[src/rtl/imem_dmem_arbiter_if.sv]
// Bundle of the fetch, load/store and shared-memory signals around the arbiter.
// The slave modport is the arbiter's view; master is the view of everything around it.
interface imem_dmem_arbiter_if #(
    parameter int DATA_WIDTH = 32,
    parameter int ADDR_WIDTH = 13
);
    logic                  if_req;
    logic [ADDR_WIDTH-1:0] if_addr;
    logic                  if_gnt;
    logic                  if_rvalid;
    logic [DATA_WIDTH-1:0] if_rdata;

    logic                  ls_req;
    logic                  ls_we;
    logic [ADDR_WIDTH-1:0] ls_addr;
    logic [DATA_WIDTH-1:0] ls_wdata;
    logic                  ls_gnt;
    logic                  ls_rvalid;
    logic [DATA_WIDTH-1:0] ls_rdata;

    logic                  mem_req;
    logic                  mem_we;
    logic [ADDR_WIDTH-1:0] mem_addr;
    logic [DATA_WIDTH-1:0] mem_wdata;
    logic [DATA_WIDTH-1:0] mem_rdata;

    logic                  stall_if;
    logic                  stall_mem;

    modport slave (
        input  if_req, if_addr, ls_req, ls_we, ls_addr, ls_wdata, mem_rdata,
        output if_gnt, if_rvalid, if_rdata, ls_gnt, ls_rvalid, ls_rdata,
               mem_req, mem_we, mem_addr, mem_wdata, stall_if, stall_mem
    );

    modport master (
        output if_req, if_addr, ls_req, ls_we, ls_addr, ls_wdata, mem_rdata,
        input  if_gnt, if_rvalid, if_rdata, ls_gnt, ls_rvalid, ls_rdata,
               mem_req, mem_we, mem_addr, mem_wdata, stall_if, stall_mem
    );
endinterface

[src/rtl/imem_dmem_arbiter.sv]
// Single-port memory arbiter between instruction fetch and the LSU: LSU priority,
// with fetch forced through after STARVE_MAX consecutive LSU wins.
//   state | meaning
//   IDLE  | no transaction outstanding; arbitration happens here (includes the rvalid cycle)
//   BUSY  | transaction outstanding for owner, lat_cnt counts down to the data capture
module imem_dmem_arbiter #(
    parameter int DATA_WIDTH = 32,
    parameter int ADDR_WIDTH = 13,
    parameter int MEM_LAT    = 1,
    parameter int STARVE_MAX = 4
) (
    input logic                clk,
    input logic                rst_n,
    imem_dmem_arbiter_if.slave bus
);
    localparam int LAT_W    = $clog2(MEM_LAT + 1);
    localparam int STARVE_W = $clog2(STARVE_MAX + 1);

    typedef enum logic {IDLE, BUSY}     state_t;
    typedef enum logic {OWN_IF, OWN_LS} owner_t;

    state_t                state, state_nxt;
    owner_t                owner, owner_nxt;
    logic [LAT_W-1:0]      lat_cnt, lat_cnt_nxt;
    logic [STARVE_W-1:0]   starve_cnt, starve_cnt_nxt;
    logic                  gnt_if, gnt_ls, done;
    logic                  if_req_v, ls_req_v;
    logic                  if_rvalid_q, ls_rvalid_q;
    logic [DATA_WIDTH-1:0] if_rdata_q, ls_rdata_q;

    // Requests are masked during reset so every combinational output is low too.
    assign if_req_v = bus.if_req & rst_n;
    assign ls_req_v = bus.ls_req & rst_n;

    always_ff @(posedge clk or negedge rst_n) begin
        if (!rst_n) begin
            state       <= IDLE;
            owner       <= OWN_IF;
            lat_cnt     <= '0;
            starve_cnt  <= '0;
            if_rvalid_q <= 1'b0;
            ls_rvalid_q <= 1'b0;
            if_rdata_q  <= '0;
            ls_rdata_q  <= '0;
        end else begin
            state       <= state_nxt;
            owner       <= owner_nxt;
            lat_cnt     <= lat_cnt_nxt;
            starve_cnt  <= starve_cnt_nxt;
            if_rvalid_q <= done && (owner == OWN_IF);
            ls_rvalid_q <= done && (owner == OWN_LS);
            if (done && (owner == OWN_IF)) if_rdata_q <= bus.mem_rdata;
            if (done && (owner == OWN_LS)) ls_rdata_q <= bus.mem_rdata;
        end
    end

    always_comb begin
        state_nxt      = state;
        owner_nxt      = owner;
        lat_cnt_nxt    = lat_cnt;
        starve_cnt_nxt = starve_cnt;
        gnt_if         = 1'b0;
        gnt_ls         = 1'b0;
        done           = 1'b0;

        case (state)
            IDLE: begin
                if (ls_req_v && !(if_req_v && (starve_cnt == STARVE_W'(STARVE_MAX))))
                    gnt_ls = 1'b1;
                else if (if_req_v)
                    gnt_if = 1'b1;
                if (gnt_ls || gnt_if) begin
                    state_nxt   = BUSY;
                    owner_nxt   = gnt_ls ? OWN_LS : OWN_IF;
                    lat_cnt_nxt = LAT_W'(MEM_LAT);
                end
            end
            BUSY: begin
                lat_cnt_nxt = lat_cnt - 1'b1;
                if (lat_cnt == LAT_W'(1)) begin
                    done      = 1'b1;
                    state_nxt = IDLE;
                end
            end
            default: state_nxt = IDLE;
        endcase

        if (!if_req_v || gnt_if)
            starve_cnt_nxt = '0;
        else if (gnt_ls && (starve_cnt != STARVE_W'(STARVE_MAX)))
            starve_cnt_nxt = starve_cnt + 1'b1;

        bus.mem_req   = gnt_if | gnt_ls;
        bus.mem_we    = gnt_ls & bus.ls_we;
        bus.mem_addr  = '0;
        bus.mem_wdata = '0;
        if (gnt_ls) begin
            bus.mem_addr  = bus.ls_addr;
            bus.mem_wdata = bus.ls_wdata;
        end else if (gnt_if) begin
            bus.mem_addr  = bus.if_addr;
        end
    end

    assign bus.if_gnt    = gnt_if;
    assign bus.ls_gnt    = gnt_ls;
    assign bus.if_rvalid = if_rvalid_q;
    assign bus.ls_rvalid = ls_rvalid_q;
    assign bus.if_rdata  = if_rdata_q;
    assign bus.ls_rdata  = ls_rdata_q;
    assign bus.stall_if  = if_req_v & ~if_rvalid_q;
    assign bus.stall_mem = ls_req_v & ~ls_rvalid_q;
endmodule

[src/flat_wrapper.sv]
// flat-port wrapper written by rule: the top's interface ports become plain ports
module imem_dmem_arbiter_flat 
#(
    parameter int DATA_WIDTH = 32,
    parameter int ADDR_WIDTH = 13,
    parameter int MEM_LAT    = 1,
    parameter int STARVE_MAX = 4
)
  (clk, rst_n, bus_if_req, bus_if_addr, bus_ls_req, bus_ls_we, bus_ls_addr, bus_ls_wdata, bus_mem_rdata, bus_if_gnt, bus_if_rvalid, bus_if_rdata, bus_ls_gnt, bus_ls_rvalid, bus_ls_rdata, bus_mem_req, bus_mem_we, bus_mem_addr, bus_mem_wdata, bus_stall_if, bus_stall_mem);
  imem_dmem_arbiter_if #(.DATA_WIDTH(DATA_WIDTH), .ADDR_WIDTH(ADDR_WIDTH)) bus_i ();
  input logic clk;
  input logic rst_n;
  input wire logic [$bits(bus_i.if_req)-1:0] bus_if_req;
  input wire logic [$bits(bus_i.if_addr)-1:0] bus_if_addr;
  input wire logic [$bits(bus_i.ls_req)-1:0] bus_ls_req;
  input wire logic [$bits(bus_i.ls_we)-1:0] bus_ls_we;
  input wire logic [$bits(bus_i.ls_addr)-1:0] bus_ls_addr;
  input wire logic [$bits(bus_i.ls_wdata)-1:0] bus_ls_wdata;
  input wire logic [$bits(bus_i.mem_rdata)-1:0] bus_mem_rdata;
  output wire logic [$bits(bus_i.if_gnt)-1:0] bus_if_gnt;
  output wire logic [$bits(bus_i.if_rvalid)-1:0] bus_if_rvalid;
  output wire logic [$bits(bus_i.if_rdata)-1:0] bus_if_rdata;
  output wire logic [$bits(bus_i.ls_gnt)-1:0] bus_ls_gnt;
  output wire logic [$bits(bus_i.ls_rvalid)-1:0] bus_ls_rvalid;
  output wire logic [$bits(bus_i.ls_rdata)-1:0] bus_ls_rdata;
  output wire logic [$bits(bus_i.mem_req)-1:0] bus_mem_req;
  output wire logic [$bits(bus_i.mem_we)-1:0] bus_mem_we;
  output wire logic [$bits(bus_i.mem_addr)-1:0] bus_mem_addr;
  output wire logic [$bits(bus_i.mem_wdata)-1:0] bus_mem_wdata;
  output wire logic [$bits(bus_i.stall_if)-1:0] bus_stall_if;
  output wire logic [$bits(bus_i.stall_mem)-1:0] bus_stall_mem;
  assign bus_i.if_req = bus_if_req;
  assign bus_i.if_addr = bus_if_addr;
  assign bus_i.ls_req = bus_ls_req;
  assign bus_i.ls_we = bus_ls_we;
  assign bus_i.ls_addr = bus_ls_addr;
  assign bus_i.ls_wdata = bus_ls_wdata;
  assign bus_i.mem_rdata = bus_mem_rdata;
  assign bus_if_gnt = bus_i.if_gnt;
  assign bus_if_rvalid = bus_i.if_rvalid;
  assign bus_if_rdata = bus_i.if_rdata;
  assign bus_ls_gnt = bus_i.ls_gnt;
  assign bus_ls_rvalid = bus_i.ls_rvalid;
  assign bus_ls_rdata = bus_i.ls_rdata;
  assign bus_mem_req = bus_i.mem_req;
  assign bus_mem_we = bus_i.mem_we;
  assign bus_mem_addr = bus_i.mem_addr;
  assign bus_mem_wdata = bus_i.mem_wdata;
  assign bus_stall_if = bus_i.stall_if;
  assign bus_stall_mem = bus_i.stall_mem;
  imem_dmem_arbiter #(.DATA_WIDTH(DATA_WIDTH), .ADDR_WIDTH(ADDR_WIDTH), .MEM_LAT(MEM_LAT), .STARVE_MAX(STARVE_MAX)) u_core (.clk(clk), .rst_n(rst_n), .bus(bus_i));
endmodule
[config.mk]
export PLATFORM = sky130hd
export DESIGN_NAME = imem_dmem_arbiter_flat
export DESIGN_NICKNAME = d
export VERILOG_FILES = /design/src/rtl/imem_dmem_arbiter_if.sv /design/src/rtl/imem_dmem_arbiter.sv /design/src/flat_wrapper.sv
export SDC_FILE = /design/constraint.sdc
export NUM_CORES = 1
export LEC_CHECK = 0
export ABC_AREA = 1
export CORE_ASPECT_RATIO = 1.2
export CORE_MARGIN = 1.5
export CORE_UTILIZATION = 35
export CTS_CLUSTER_SIZE = 25
export DETAILED_ROUTE_END_ITERATION = 12
export PLACE_DENSITY = 0.77
export REMOVE_ABC_BUFFERS = 1
export SLEW_MARGIN = 30
export SYNTH_ARGS = -nofsm -noshare
export SYNTH_HDL_FRONTEND = slang
export SYNTH_SLANG_ARGS = --single-unit
[constraint.sdc]
create_clock -name clk -period 3.9 [get_ports clk]
set_clock_uncertainty 0.2 [all_clocks]
set_input_delay 0.39 -clock clk [delete_from_list [all_inputs] [get_ports clk]]
set_output_delay 0.39 -clock clk [all_outputs]
set_load 0.05 [all_outputs]
==> flow_metrics.env, run 1 <==
export IMPL_outcome="finished, final reports clean"
export IMPL_cts_tree="yes"
export IMPL_cts_reportedPaths_clkPinSlew_ps=60
export IMPL_die_area_um2=10400
export IMPL_netlist_area_um2=3420
export IMPL_clock_latency_ps=320
export IMPL_clockBufferDepth=2
export IMPL_rr_worst_depth=4
export IMPL_place_gp_congestion=0.841
export IMPL_start_util_pct=36.0
export IMPL_synth_edf_count=0
export IMPL_relSlewSlack_pct=40.1
export IMPL_critPathMaxFanout=32
export IMPL_avgViaCountPerCell=4.36
export IMPL_holdBufCountCts=1
export IMPL_cap_violations=0
export IMPL_antenna_found_initial=0
export IMPL_vias=3210
export IMPL_leakage_nw=2.90
export IMPL_critPathRequiredTime_ps=3310
export IMPL_cts_sinks=72
export IMPL_r2r_end="u_core.bus.if_rdata[0]$_DFFE_PN0P_"
export IMPL_firstDrtPassIters=4
export IMPL_gr_usage_all_layers_pct=18.8
export IMPL_wire_per_inst_um=13.2
export IMPL_syn_area_per_cell_um2=8.53
export IMPL_ioPinCount=212
export IMPL_synth_top_area_cell="dfrtp_1"
export IMPL_num_antenna_cells=0
export IMPL_worst_hold_path_endpoint="u_core.bus.if_rdata[31]$_DFFE_PN0P_"
export IMPL_synth_top_area_share_pct=52.7
export IMPL_yosysMostFrequentCell="nand2_1"
export IMPL_die_h_um=111
export IMPL_holdCritStartpoint="u_core.bus.if_rdata[31]$_DFFE_PN0P_"
export IMPL_yosys_top_cells_area="dfrtp_1 53%, nand2_1 13%, o21ai_2 8.7%"
export IMPL_placed_cell_area_um2=5430
export IMPL_setup_viol=0
export IMPL_first_global_vias=3156
export IMPL_syn_to_final_growth_pct=67.9
export IMPL_vdd_ir_drop_max_uv=619
export IMPL_reg2reg_from="u_core.state$_DFF_PN0_"
export IMPL_synth_warnings=0
export IMPL_cts_setup_buffers=0
export IMPL_grt_pass1_wl_mm=15.4
export IMPL_fp_coreArea_um2=9520
export IMPL_end_kind="output port"
export IMPL_tns_ps=0
export IMPL_wl_mm=9.72
export IMPL_yosysSeqAreaShare_pct=52.7
export IMPL_clk_root_buffer_cell="clkbuf_16"
export IMPL_crit_path_top_delay_cell="clkdlybuf4s50_1"
export IMPL_postCtsResizedCells=0
export IMPL_design_area_um2=5740
export IMPL_synth_commonest_cells="115 x nand2_1, 75 x inv_1, 72 x dfrtp_1, 39 x nor2_1, 34 x o21ai_2"
export IMPL_nFillCells=849
export IMPL_place_hpwl_mm=7.38
export IMPL_h_tree_depth=3
export IMPL_fin_nets=705
export IMPL_ant_nets=0
export IMPL_drtIter0Drc=102
export IMPL_ys_ff_latch=72
export IMPL_whs_path_depth=2
export IMPL_min_path_type="reg -> reg"
export IMPL_r2r_slack_ps=1600
export IMPL_cpPeakStageDelay_ps=800
export IMPL_die_w_um=93.3
export IMPL_finalCriticalPeriod_ps=3600
export IMPL_drive_above_1_share_pct=15.3
export IMPL_rsz0062_at_grt="no"
export IMPL_critical_path_startpoint_type="input pin"
export IMPL_numPortBuffers=211
export IMPL_grt_max_degree=44
export IMPL_yosys_cell_types_count=19
export IMPL_utilization_pct=60.4
export IMPL_drc=0
export IMPL_slew_violations=0
export IMPL_whs_ps=277
export IMPL_critPathMostFrequentCell="nand2_1"
export IMPL_max_slew_worst_pin_slew_ps=898
export IMPL_rows=39
export IMPL_ys_flop_type="dfrtp_1"
export IMPL_overflow=0
export IMPL_synth_cells=401
export IMPL_max_freq_mhz=278
export IMPL_cts_buffers=9
export IMPL_crit_arrival_ps=3010
export IMPL_synthArstFlopShare_pct=100
export IMPL_finalHoldViolations=0
export IMPL_criticalPathCategory="in -> out"
export IMPL_p_per_area_nw_per_um2=897
export IMPL_cp_cell_sequence="dlygate4sd3_1 -> buf_4 -> nand2_1 -> nor2_1 -> nand2_1 -> inv_2 -> nand2_1 -> nand2_1 -> clkdlybuf4s50_1"
export IMPL_finalCritPeriodShare_pct=92.4
==> per-layer routing <==
layer	part of all wire (%)	global-route usage [%]	vias to the layer above
met5	0	0	-
met4	1.2	4.95	0
met3	11	7.06	10
met2	50	33.4	129
met1	38	20.6	1457
li1	-	-	1614
==> worst max path at each step <==
| stage | startpoint | end | slack [ps] | depth (start not counted) |
|---|---|---|---|---|
| 2_1_floorplan | u_core.starve_cnt[0]$_DFFE_PN0P_ | bus_mem_wdata[0] | 1130 | 7 |
| 3_3_place_gp | bus_if_req | bus_mem_addr[9] | 940 | 8 |
| 3_5_place_dp | rst_n | bus_mem_addr[9] | 830 | 8 |
| 4_1_cts | rst_n | bus_mem_addr[9] | 290 | 9 |
| 5_1_grt | rst_n | bus_mem_addr[8] | 60 | 9 |
| 6_report | rst_n | bus_mem_addr[9] | 300 | 9 |
==> per-stage QoR <==
step           power [mW]  worst slack [ps]  std cells
5_1_grt              5.43              64.1        736
2_1_floorplan        3.30              1130        382
3_5_place_dp         4.38               829        719
3_3_place_gp         4.33               942        719
6_report             5.16               298        736
4_1_cts              5.21               286        736
==> sequential cells by signal (all words and copies together) (netlist names) <==
name / cells
u_core.bus.if_rdata: 32
u_core.bus.if_rvalid: 1
u_core.bus.ls_rdata: 32
u_core.bus.ls_rvalid: 1
u_core.lat_cnt: 1
u_core.owner: 1
u_core.starve_cnt: 3
u_core.state: 1
==> cell type report <==
cell class / instances / area [um2] / share of cell area, %
Tap cell: 123 / 154 / 2.68
Multi-Input combinational cell: 233 / 1140 / 19.9
Clock inverter: 7 / 71.3 / 1.24
Inverter: 77 / 289 / 5.03
Timing Repair Buffer: 215 / 2060 / 35.9
Clock buffer: 9 / 225 / 3.92
Sequential cell: 72 / 1800 / 31.4
==> worst max-delay path: cells and delay by family <==
family        cells  cell delay [ps]
buf+inv           4             1890
simple gates      5              690
==> power breakdown <==
part	internal [mW]	total, mW	switching [mW]
sequential	1.11	1.32	0.215
clock	0.494	0.797	0.303
combinational	0.983	3.04	2.05
==> placed cells by master (no fill, tap or decap) <==
master           instances
dfrtp_1                 72
nand2_2                  1
dlygate4sd3_1            1
o21ai_1                 30
inv_2                    2
nand3_2                  1
or2_2                    1
nand4_1                  1
clkbuf_16                9
nor2_4                   1
o21ai_0                  2
nor2_1                  39
clkdlybuf4s50_1        177
inv_6                    1
nand3_4                  1
clkinv_2                 2
nand3_1                  4
inv_1                   75
a21oi_1                  1
bufinv_16                1
buf_4                   37
nand2_1                115
ha_1                     2
clkinvlp_4               3
o21ai_2                 34
==> cells by family after synthesis <==
kind of cell,after synthesis,synth area share (%)
buf+inv,96,14.2
compound gates,67,13.5
simple gates,164,18.9
flops,72,52.7
fa+ha+maj,2,0.731
(Power assumes the default switching activity.)
==> run 2: changes to the inputs <==
--- a/config.mk
+++ b/config.mk
@@ -13,6 +13,7 @@
 export DETAILED_ROUTE_END_ITERATION = 12
 export PLACE_DENSITY = 0.77
 export REMOVE_ABC_BUFFERS = 1
+export SKIP_LAST_GASP = 1
 export SLEW_MARGIN = 30
 export SYNTH_ARGS = -nofsm -noshare
 export SYNTH_HDL_FRONTEND = slang
==> results of run 2 <==
The final DEF is identical to that of run 1; final timing and power are the same.
==> run 3: changes to the inputs <==
--- a/config.mk
+++ b/config.mk
@@ -6,7 +6,7 @@
 export NUM_CORES = 1
 export LEC_CHECK = 0
 export ABC_AREA = 1
-export CORE_ASPECT_RATIO = 1.2
+export CAP_MARGIN = 20
 export CORE_MARGIN = 1.5
 export CORE_UTILIZATION = 35
 export CTS_CLUSTER_SIZE = 25
==> run 3 against run 2 <==
  * Core utilization up 1.1 points
  * Total power down 2.3%
  * Worst setup slack better by 11 ps
  * Critical endpoint is now bus_mem_wdata[28]
  * Final area up 0.31%
  * Critical path type unchanged
  * Largest power group unchanged
==> flow_metrics.env, run 3 (synthesis results as in run 1) <==
export IMPL_outcome="finished, final reports clean"
export IMPL_end_kind="output port"
export IMPL_r2r_slack_ps=1730
export IMPL_clockBufferDepth=2
export IMPL_ioPinCount=212
export IMPL_grt_max_degree=70
export IMPL_cpPeakStageDelay_ps=860
export IMPL_slew_violations=0
export IMPL_die_area_um2=10400
export IMPL_place_hpwl_mm=7.79
export IMPL_rsz0062_at_grt="no"
export IMPL_die_w_um=102
export IMPL_tns_ps=0
export IMPL_gr_usage_all_layers_pct=19.4
export IMPL_cap_violations=0
export IMPL_final_cells=743
export IMPL_grt_pass1_wl_mm=15.4
export IMPL_ant_nets=0
export IMPL_fin_ws_ps=309
export IMPL_finalHoldViolations=0
export IMPL_criticalPathCategory="in -> out"
export IMPL_die_h_um=102
export IMPL_antenna_found_initial=1
export IMPL_vdd_ir_drop_max_uv=634
export IMPL_cts_buffers=9
export IMPL_whs_ps=241
export IMPL_path_delay_family="buffers and inverters"
export IMPL_leakage_nw=2.80
export IMPL_clk_root_buffer_cell="clkbuf_8"
export IMPL_place_ws_ps=623
export IMPL_critPathRequiredTime_ps=3310
export IMPL_first_global_vias=3150
export IMPL_relSlewSlack_pct=54.6
export IMPL_syn_to_final_growth_pct=68.4
export IMPL_dp_cells=725
export IMPL_min_path_type="in -> async"
export IMPL_r2r_end="u_core.bus.if_rdata[25]$_DFFE_PN0P_"
export IMPL_postCtsResizedCells=0
export IMPL_fin_nets=705
export IMPL_firstDrtPassIters=6
export IMPL_nFillCells=814
export IMPL_critPathBufInv=5
export IMPL_start_util_pct=36.5
export IMPL_cts_tree="yes"
export IMPL_rows=35
export IMPL_cts_reportedPaths_clkPinSlew_ps=80
export IMPL_cts_sinks=72
export IMPL_place_gp_congestion=0.938
export IMPL_multiInputGateArea_um2=1140
export IMPL_clock_latency_ps=340
export IMPL_rr_worst_depth=4
export IMPL_wl_mm=10.3
export IMPL_final_common_cell="clkdlybuf4s50_1"
export IMPL_crit_arrival_ps=3000
export IMPL_max_slew_worst_pin_slew_ps=680
export IMPL_avgViaCountPerCell=4.44
export IMPL_drive_above_1_share_pct=9.79
export IMPL_drc=0
export IMPL_setup_viol=0
export IMPL_finalCritPeriodShare_pct=92.1
export IMPL_cp_cell_sequence="dlygate4sd3_1 -> buf_2 -> nand2_1 -> inv_1 -> nand2_2 -> nor2_4 -> inv_2 -> nor2_1 -> clkdlybuf4s50_1"
export IMPL_critPathMaxFanout=34
export IMPL_drtIter0Drc=61
export IMPL_numPortBuffers=211
export IMPL_wire_per_inst_um=13.9
export IMPL_finalCriticalPeriod_ps=3590
export IMPL_mostFrequentLayoutCells="210 x clkdlybuf4s50_1, 115 x nand2_1, 75 x inv_1"
export IMPL_vias=3298
export IMPL_critical_path_startpoint_type="input pin"
export IMPL_crit_path_top_delay_cell="clkdlybuf4s50_1"
export IMPL_reg2reg_from="u_core.state$_DFF_PN0_"
export IMPL_utilization_pct=61.5
export IMPL_overflow=0
export IMPL_h_tree_depth=3
export IMPL_max_freq_mhz=278
export IMPL_cp_num_cells=9
export IMPL_regArea_um2=1800
export IMPL_p_per_area_nw_per_um2=874
export IMPL_fp_coreArea_um2=9370
-- run 3: changes by cell type in the layout (fill, tap and decap cells not counted) --
cell             before  now
diode_2               0    1
clkbuf_1              0    1
clkdlybuf4s50_1     177  210
clkinv_2              2    0
clkinvlp_4            3    2
clkbuf_8              0    9
buf_4                37    2
clkbuf_16             9    0
buf_6                 0    1
bufinv_16             1    2
buf_2                 0    1
clkinv_4              0    1
-- run 3: stage by stage --
stage	power, mW	cell area [um2]
after floorplan	3.30	3230
after global placement	4.34	5520
after detailed placement	4.41	5520
after CTS	5.08	5750
after global routing	5.31	5760
final	5.04	5760
-- run 3: worst max path at each step --
| stage | startpoint | to |
|---|---|---|
| after global placement | bus_ls_req | bus_mem_wdata[4] |
| final | rst_n | bus_mem_wdata[28] |
| after CTS | rst_n | bus_mem_wdata[28] |
| after floorplan | u_core.starve_cnt[0]$_DFFE_PN0P_ | bus_mem_wdata[0] |
| after global routing | rst_n | bus_mem_wdata[28] |
| after detailed placement | bus_ls_req | bus_mem_wdata[28] |
-- run 3: report_power, final --
group / leakage (nW) / switching, mW / internal (mW)
sequential: 0.889 / 0.221 / 1.10
clock: 0.103 / 0.287 / 0.364
combinational: 1.81 / 2.07 / 0.992
total: 2.80 / 2.58 / 2.46
-- run 3: final cells by class --
| type | instances | share of cell area, % |
|---|---|---|
| Clock buffer | 10 | 2.21 |
| Inverter | 77 | 5.02 |
| Multi-Input combinational cell | 233 | 19.8 |
| Clock inverter | 6 | 1.61 |
| Antenna cell | 1 | 0.0434 |
| Tap cell | 129 | 2.80 |
| Sequential cell | 72 | 31.3 |
| Timing Repair Buffer | 215 | 37.2 |
-- run 3: routing by layer --
metal	part of all wire [%]	GRT usage, %
met5	0	0
met4	0.96	5.58
met3	13	9.64
met2	47	32.7
met1	38	21.9
-- run 3: what timing repair did --
action,CTS,global route
hold buffers,1,0
hold endpoints to repair,3,0
buffers inserted,0,0
==> RTL change 1, RTL diff (config.mk and constraints of run 1) <==
`STARVE_MAX` is set to 4 in 2 places; all go to 2.
--- a/src/rtl/imem_dmem_arbiter.sv
+++ b/src/rtl/imem_dmem_arbiter.sv
@@ -9,3 +9,3 @@
     parameter int MEM_LAT    = 1,
-    parameter int STARVE_MAX = 4
+    parameter int STARVE_MAX = 2
 ) (
--- a/src/flat_wrapper.sv
+++ b/src/flat_wrapper.sv
@@ -6,3 +6,3 @@
     parameter int MEM_LAT    = 1,
-    parameter int STARVE_MAX = 4
+    parameter int STARVE_MAX = 2
 )
Check against the original RTL: not equivalent (Yosys sat finds a counterexample within 10 cycles, from zero or initial values and one cycle with rst_n low).
==> RTL change 1 against run 1 <==
Critical path depth unchanged. Sequential share of layout area is 0.52 points lower. Cell area rose by 0.28%. Sequential cell count shrank 1. Maximum frequency shrank 2.3%. Total power grew 0.62%. Setup slack lost 0.083 ns. Wire length rose by 2.5%. Global-route usage increased by 0.60 points. Synthesized area fell by 1.3%. Critical path type unchanged. Highest routed layer unchanged.
==> RTL change 1: results (changes against run 1) <==
| Metric | Value |
|---|---|
| Cts repair resizes | `0 (unchanged)` |
| Sequential fraction of the synthesis area | `52.6% (was 52.7%)` |
| Post-CTS Repair Setup Buffers | `0 (unchanged)` |
| HP Class | `reg2reg (unchanged)` |
| Met2 usage | `31.9% (was 33.4%)` |
| Peak VDD IR | `0.669 mV (was 0.619 mV)` |
| Largest net degree at the start of global routing | `65 (was 44)` |
| First-pass DRT Iterations | `5 (was 4)` |
| Final hold slack | `0.277 ns (about the same)` |
| Layout cells sized above 1 | `11.1% (was 15.3%)` |
| PortBufs | `211 (unchanged)` |
| First-pass GRT wire length | `15,500 µm (was 15,400 µm)` |
| FF-to-FF setup slack | `1.73 ns (was 1.60 ns)` |
| CP Max Fanout | `35 (was 32)` |
| Critical path arrival | `3.10 ns (was 3.01 ns)` |
| WL final | `9960 µm (was 9720 µm)` |
| Met3 usage | `8.06% (was 7.06%)` |
| Placer Congestion | `0.893 (was 0.841)` |
| Initial DRC Count | `105 (was 102)` |
| Grt met1 use | `21.8% (was 20.6%)` |
| Reg2reg end | `u_core.bus.ls_rdata[9] (was u_core.bus.if_rdata[0])` |
| Final #Nets | `697 (was 705)` |
| Pleak | `2.80 nW (was 2.90 nW)` |
| Warning count from the yosys run | `0 (unchanged)` |
| Worst-path clk slew | `0.05 ns` |
| Top cells by area, synth | `dfrtp_1 53%, nand2_1 12%, o21ai_2 9.6% (was dfrtp_1 53%, nand2_1 13%, o21ai_2 8.7%)` |
| Post-synthesis cell type count | `19 (unchanged)` |
| DP HPWL | `7550 µm (was 7380 µm)` |
| WHS Path Cells | `2 (unchanged)` |
| CTS buffer count | `9 (unchanged)` |
| Relative slew slack | `48.1% (was 40.1%)` |
| Initial antenna violation count | `0 (unchanged)` |
| Via count | `3,229 (was 3,210)` |
| GRT Total Usage | `19.4% (was 18.8%)` |
| H-tree depth | `3 (unchanged)` |
| Status | `finished clean (unchanged)` |
| Commonest cells in the netlist | `111 x nand2_1, 75 x inv_1, 71 x dfrtp_1 (was 115 x nand2_1, 75 x inv_1, 72 x dfrtp_1)` |
| Deepest clock path buffer count | `2 (unchanged)` |
| Worst Setup EP | `bus_mem_wdata[2] (was bus_mem_addr[9])` |
| Clk_lat worst skew | `0.32 ns (about the same)` |
-- RTL change 1: cell count changes after synthesis, moves of 2 or more --
cell / change
nand3_1: -2
o21ai_1: -3
nor2_1: -3
o21ai_2: +3
nand2_1: -4
-- RTL change 1: layout make-up --
cell class / instances / area, µm²
clock inverter: 5 / 60.1
inverter: 78 / 293
tap: 123 / 154
timing repair buffer: 215 / 2130
fill: 803 / 3710
clock buffer: 10 / 229
sequential: 71 / 1780
multi-input combinational: 226 / 1120
-- RTL change 1: worst min-delay path by stage --
stage,startpoint,to
2_1_floorplan,rst_n,u_core.bus.if_rdata[0]
3_3_place_gp,rst_n,u_core.owner
3_5_place_dp,rst_n,u_core.starve_cnt[0]
4_1_cts,u_core.bus.if_rdata[14],u_core.bus.if_rdata[14]
5_1_grt,u_core.bus.ls_rdata[14],u_core.bus.ls_rdata[14]
6_report,u_core.bus.if_rdata[14],u_core.bus.if_rdata[14]
-- RTL change 1: kinds of logic after synthesis --
kind of cell	Yosys count	synth area share [%]
adder cells (fa/ha/maj)	1	0.370
AND/OR/NAND/NOR	157	18.5
buffers and inverters	97	14.3
AO/OA/AOI/OAI	68	14.2
flip-flops	71	52.6
-- RTL change 1: power by group --
group          total, mW  internal [mW]  switching [mW]
combinational       3.10           1.00            2.10
sequential          1.30           1.10           0.207
clock              0.779          0.492           0.287
-- RTL change 1: stage by stage --
step / util, % / power [mW] / area, µm² / instances / worst slack [ns]
6_report: 60.9 / 5.19 / 5760 / 728 / 0.215
3_5_place_dp: 57.7 / 4.44 / 5460 / 712 / 0.620
5_1_grt: 60.9 / 5.46 / 5760 / 728 / 0.0178
3_3_place_gp: 57.7 / 4.38 / 5460 / 712 / 0.665
2_1_floorplan: - / 3.33 / 3190 / 375 / 1.16
4_1_cts: 60.9 / 5.24 / 5760 / 728 / 0.233
-- RTL change 1: metal layers --
layer  up-vias  wire length, µm  part of all wire, %
met5         -                0                    0
li1       1589                -                    -
met1      1451             3910                   39
met3        18             1180                   12
met4         0              221                  2.2
met2       171             4640                   47
-- RTL change 1: worst max-delay path, stage by stage --
cell and delay (ns):
dlygate4sd3_1 0.55, buf_2 0.27, nand2_2 0.12, inv_2 0.10, nand2_2 0.07, nor2_4 0.26
inv_2 0.29, nor2_1 0.19, clkdlybuf4s50_1 0.84
==> RTL change 2, RTL diff (settings of run 1) <==
Made on the original files. Reset style: synchronous (`rst_n`), changed in one clocked block.
--- a/src/rtl/imem_dmem_arbiter.sv
+++ b/src/rtl/imem_dmem_arbiter.sv
@@ -34,3 +34,3 @@
 
-    always_ff @(posedge clk or negedge rst_n) begin
+    always_ff @(posedge clk) begin
         if (!rst_n) begin
Behaviour: differs if rst_n is asserted again (counterexample within 4 cycles, from zero or initial values and one cycle with rst_n low); with rst_n held inactive, the same outputs for 10 cycles.
==> RTL change 2 against run 1 <==
Wire length up 12%. Count of clock-buffer cells in the layout is 3 higher. Setup slack improved by 0.24 ns. Utilization up 2.7 points. Largest cell class unchanged. Synthesized area shrank 9.8%. Sequential cell count did not move. Cell area is 5.9% lower.
Power is not compared: it rests on default switching activity, and its combinational part moved more than twofold at a synthesized area within 25%.
==> RTL change 2: results (changes against run 1) <==
| Metric | Value |
|---|---|
| Vias/cell | `4.48 (was 4.36)` |
| Final #Nets | `740 (was 705)` |
| Commonest cells in the netlist | `103 x nor2_1, 74 x inv_1, 72 x dfxtp_1 (was 115 x nand2_1, 75 x inv_1, 72 x dfrtp_1)` |
| Top cells by area, synth | `dfxtp_1 47%, nor2_1 13%, inv_1 9.0% (was dfrtp_1 53%, nand2_1 13%, o21ai_2 8.7%)` |
| Placed Cells | `749 (was 719)` |
| Layout fillers | `735 (was 849)` |
| Critical path arrival | `2.77 ns (was 3.01 ns)` |
| Footprint of the multi-input gates | `1200 µm² (was 1140 µm²)` |
| Met3 wire length | `1480 µm (was 1030 µm)` |
| Wire per inst | `14.2 µm (was 13.2 µm)` |
| Mapped Cells | `444 (was 401)` |
| HP Class | `in2reg (was reg2reg)` |
| Post-synthesis cell type count | `21 (was 19)` |
| Worst r2r src | `u_core.state (unchanged)` |
| Clk_lat worst skew | `0.35 ns (was 0.32 ns)` |
| Initial antenna violation count | `1 (was 0)` |
| FF-to-FF setup slack | `1.57 ns (was 1.60 ns)` |
| Worst path max stage delay | `0.81 ns` |
| Post-Synth Adder-Cell Area | `0.811% (was 0.731%)` |
| DP HPWL | `8070 µm (was 7380 µm)` |
| Worst-path clk slew | `0.08 ns (was 0.06 ns)` |
| Final period util | `86.2% (was 92.4%)` |
| Area of placed instances | `5160 µm² (was 5430 µm²)` |
| Post-Synth XOR/XNOR Area | `0.284% (was 0%)` |
| Ys flop type | `dfxtp_1 (was dfrtp_1)` |
| Clk Tree Root Cell | `clkbuf_8 (was clkbuf_16)` |
| Synth top area share | `46.7% (was 52.7%)` |
| CP Max Fanout | `35 (was 32)` |
| M1 wire length | `4160 µm (was 3680 µm)` |
| Initial DRC Count | `164 (was 102)` |
| Worst Setup EP | `bus_mem_addr[11] (was bus_mem_addr[9])` |
| Met2 Wirelength | `4850 µm (was 4890 µm)` |
| Worst Setup SP | `u_core.starve_cnt[0] (was rst_n)` |
| Highest routing layer actually used | `met5 (was met4)` |
| First-pass GRT wire length | `16,000 µm (was 15,400 µm)` |
| Vias in the first global route | `3,237 (was 3,156)` |
| Status | `finished clean (unchanged)` |
| Worst-Margin Slew | `0.866 ns (was 0.898 ns)` |
| Deepest clock path buffer count | `2 (unchanged)` |
| Final Non-Filler Cells | `765 (was 736)` |
| Placer Congestion | `0.885 (was 0.841)` |
| Synth async-reset ratio | `0% (was 100%)` |
| Reg2Reg Depth | `5 (was 4)` |
| Post-placement worst setup slack | `0.655 ns (was 0.829 ns)` |
| Sequential fraction of the synthesis area | `46.7% (was 52.7%)` |
| First-pass DRT Iterations | `5 (was 4)` |
| Post-CTS Repair Setup Buffers | `0 (unchanged)` |
| GRT Total Usage | `22.5% (was 18.8%)` |
| Reg2reg end | `u_core.bus.if_rdata[3] (was u_core.bus.if_rdata[0])` |
| Largest net degree at the start of global routing | `62 (was 44)` |
| Layout cells sized above 1 | `6.48% (was 15.3%)` |
| Synth Area in Compound Gates | `16.4% (was 13.5%)` |
## RTL change 2: changes by cell type after synthesis, moves of 11 or more
cell and delta:
dfxtp_1 +72, o21ai_0 +12, nor2_1 +64, buf_2 +14
a21oi_1 +36, nand2_1 -61, o21ai_1 +20, dfrtp_1 -72
buf_6 -11, o21ai_2 -34
## RTL change 2: worst min path at each step
| stage | depth (start not counted) | slack [ns] | start | to |
|---|---|---|---|---|
| final | 3 | 0.18 | rst_n | u_core.bus.ls_rdata[26] |
| after global routing | 3 | 0.19 | rst_n | u_core.bus.ls_rdata[26] |
| after CTS | 3 | 0.18 | rst_n | u_core.bus.ls_rdata[26] |
| after detailed placement | 2 | 0.24 | u_core.bus.ls_rdata[31] | u_core.bus.ls_rdata[31] |
| after global placement | 2 | 0.23 | u_core.bus.ls_rdata[16] | u_core.bus.ls_rdata[16] |
| after floorplan | 2 | 0.24 | u_core.lat_cnt | u_core.lat_cnt |
## RTL change 2: final cells by class
class | count | area share [%]
Timing Repair Buffer | 213 | 38.6
Inverter | 78 | 5.44
Clock inverter | 4 | 1.39
Sequential cell | 72 | 26.7
Tap cell | 117 | 2.71
Clock buffer | 12 | 3.06
Multi-Input combinational cell | 269 | 22.1
## RTL change 2: report_power, final
part / internal [mW] / total (mW) / switching [mW]
registers: 0.765 / 0.784 / 0.0181
logic: 0.198 / 0.513 / 0.315
clock network: 0.412 / 0.693 / 0.281
## RTL change 2: cells by family (layout without fill, tap and decap cells)
kind of cell / count (synthesis) / in the layout
simple gates: 165 / 165
buf+inv: 103 / 307
compound gates: 101 / 101
flops: 72 / 72
fa+ha+maj: 2 / 2
xor+xnor: 1 / 1
## RTL change 2: per-layer routing
metal  GRT usage (%)  up-vias
met5               0        -
met4            12.1        2
met3            10.9       27
met2            36.5      162
met1            23.7     1490
li1                -     1749
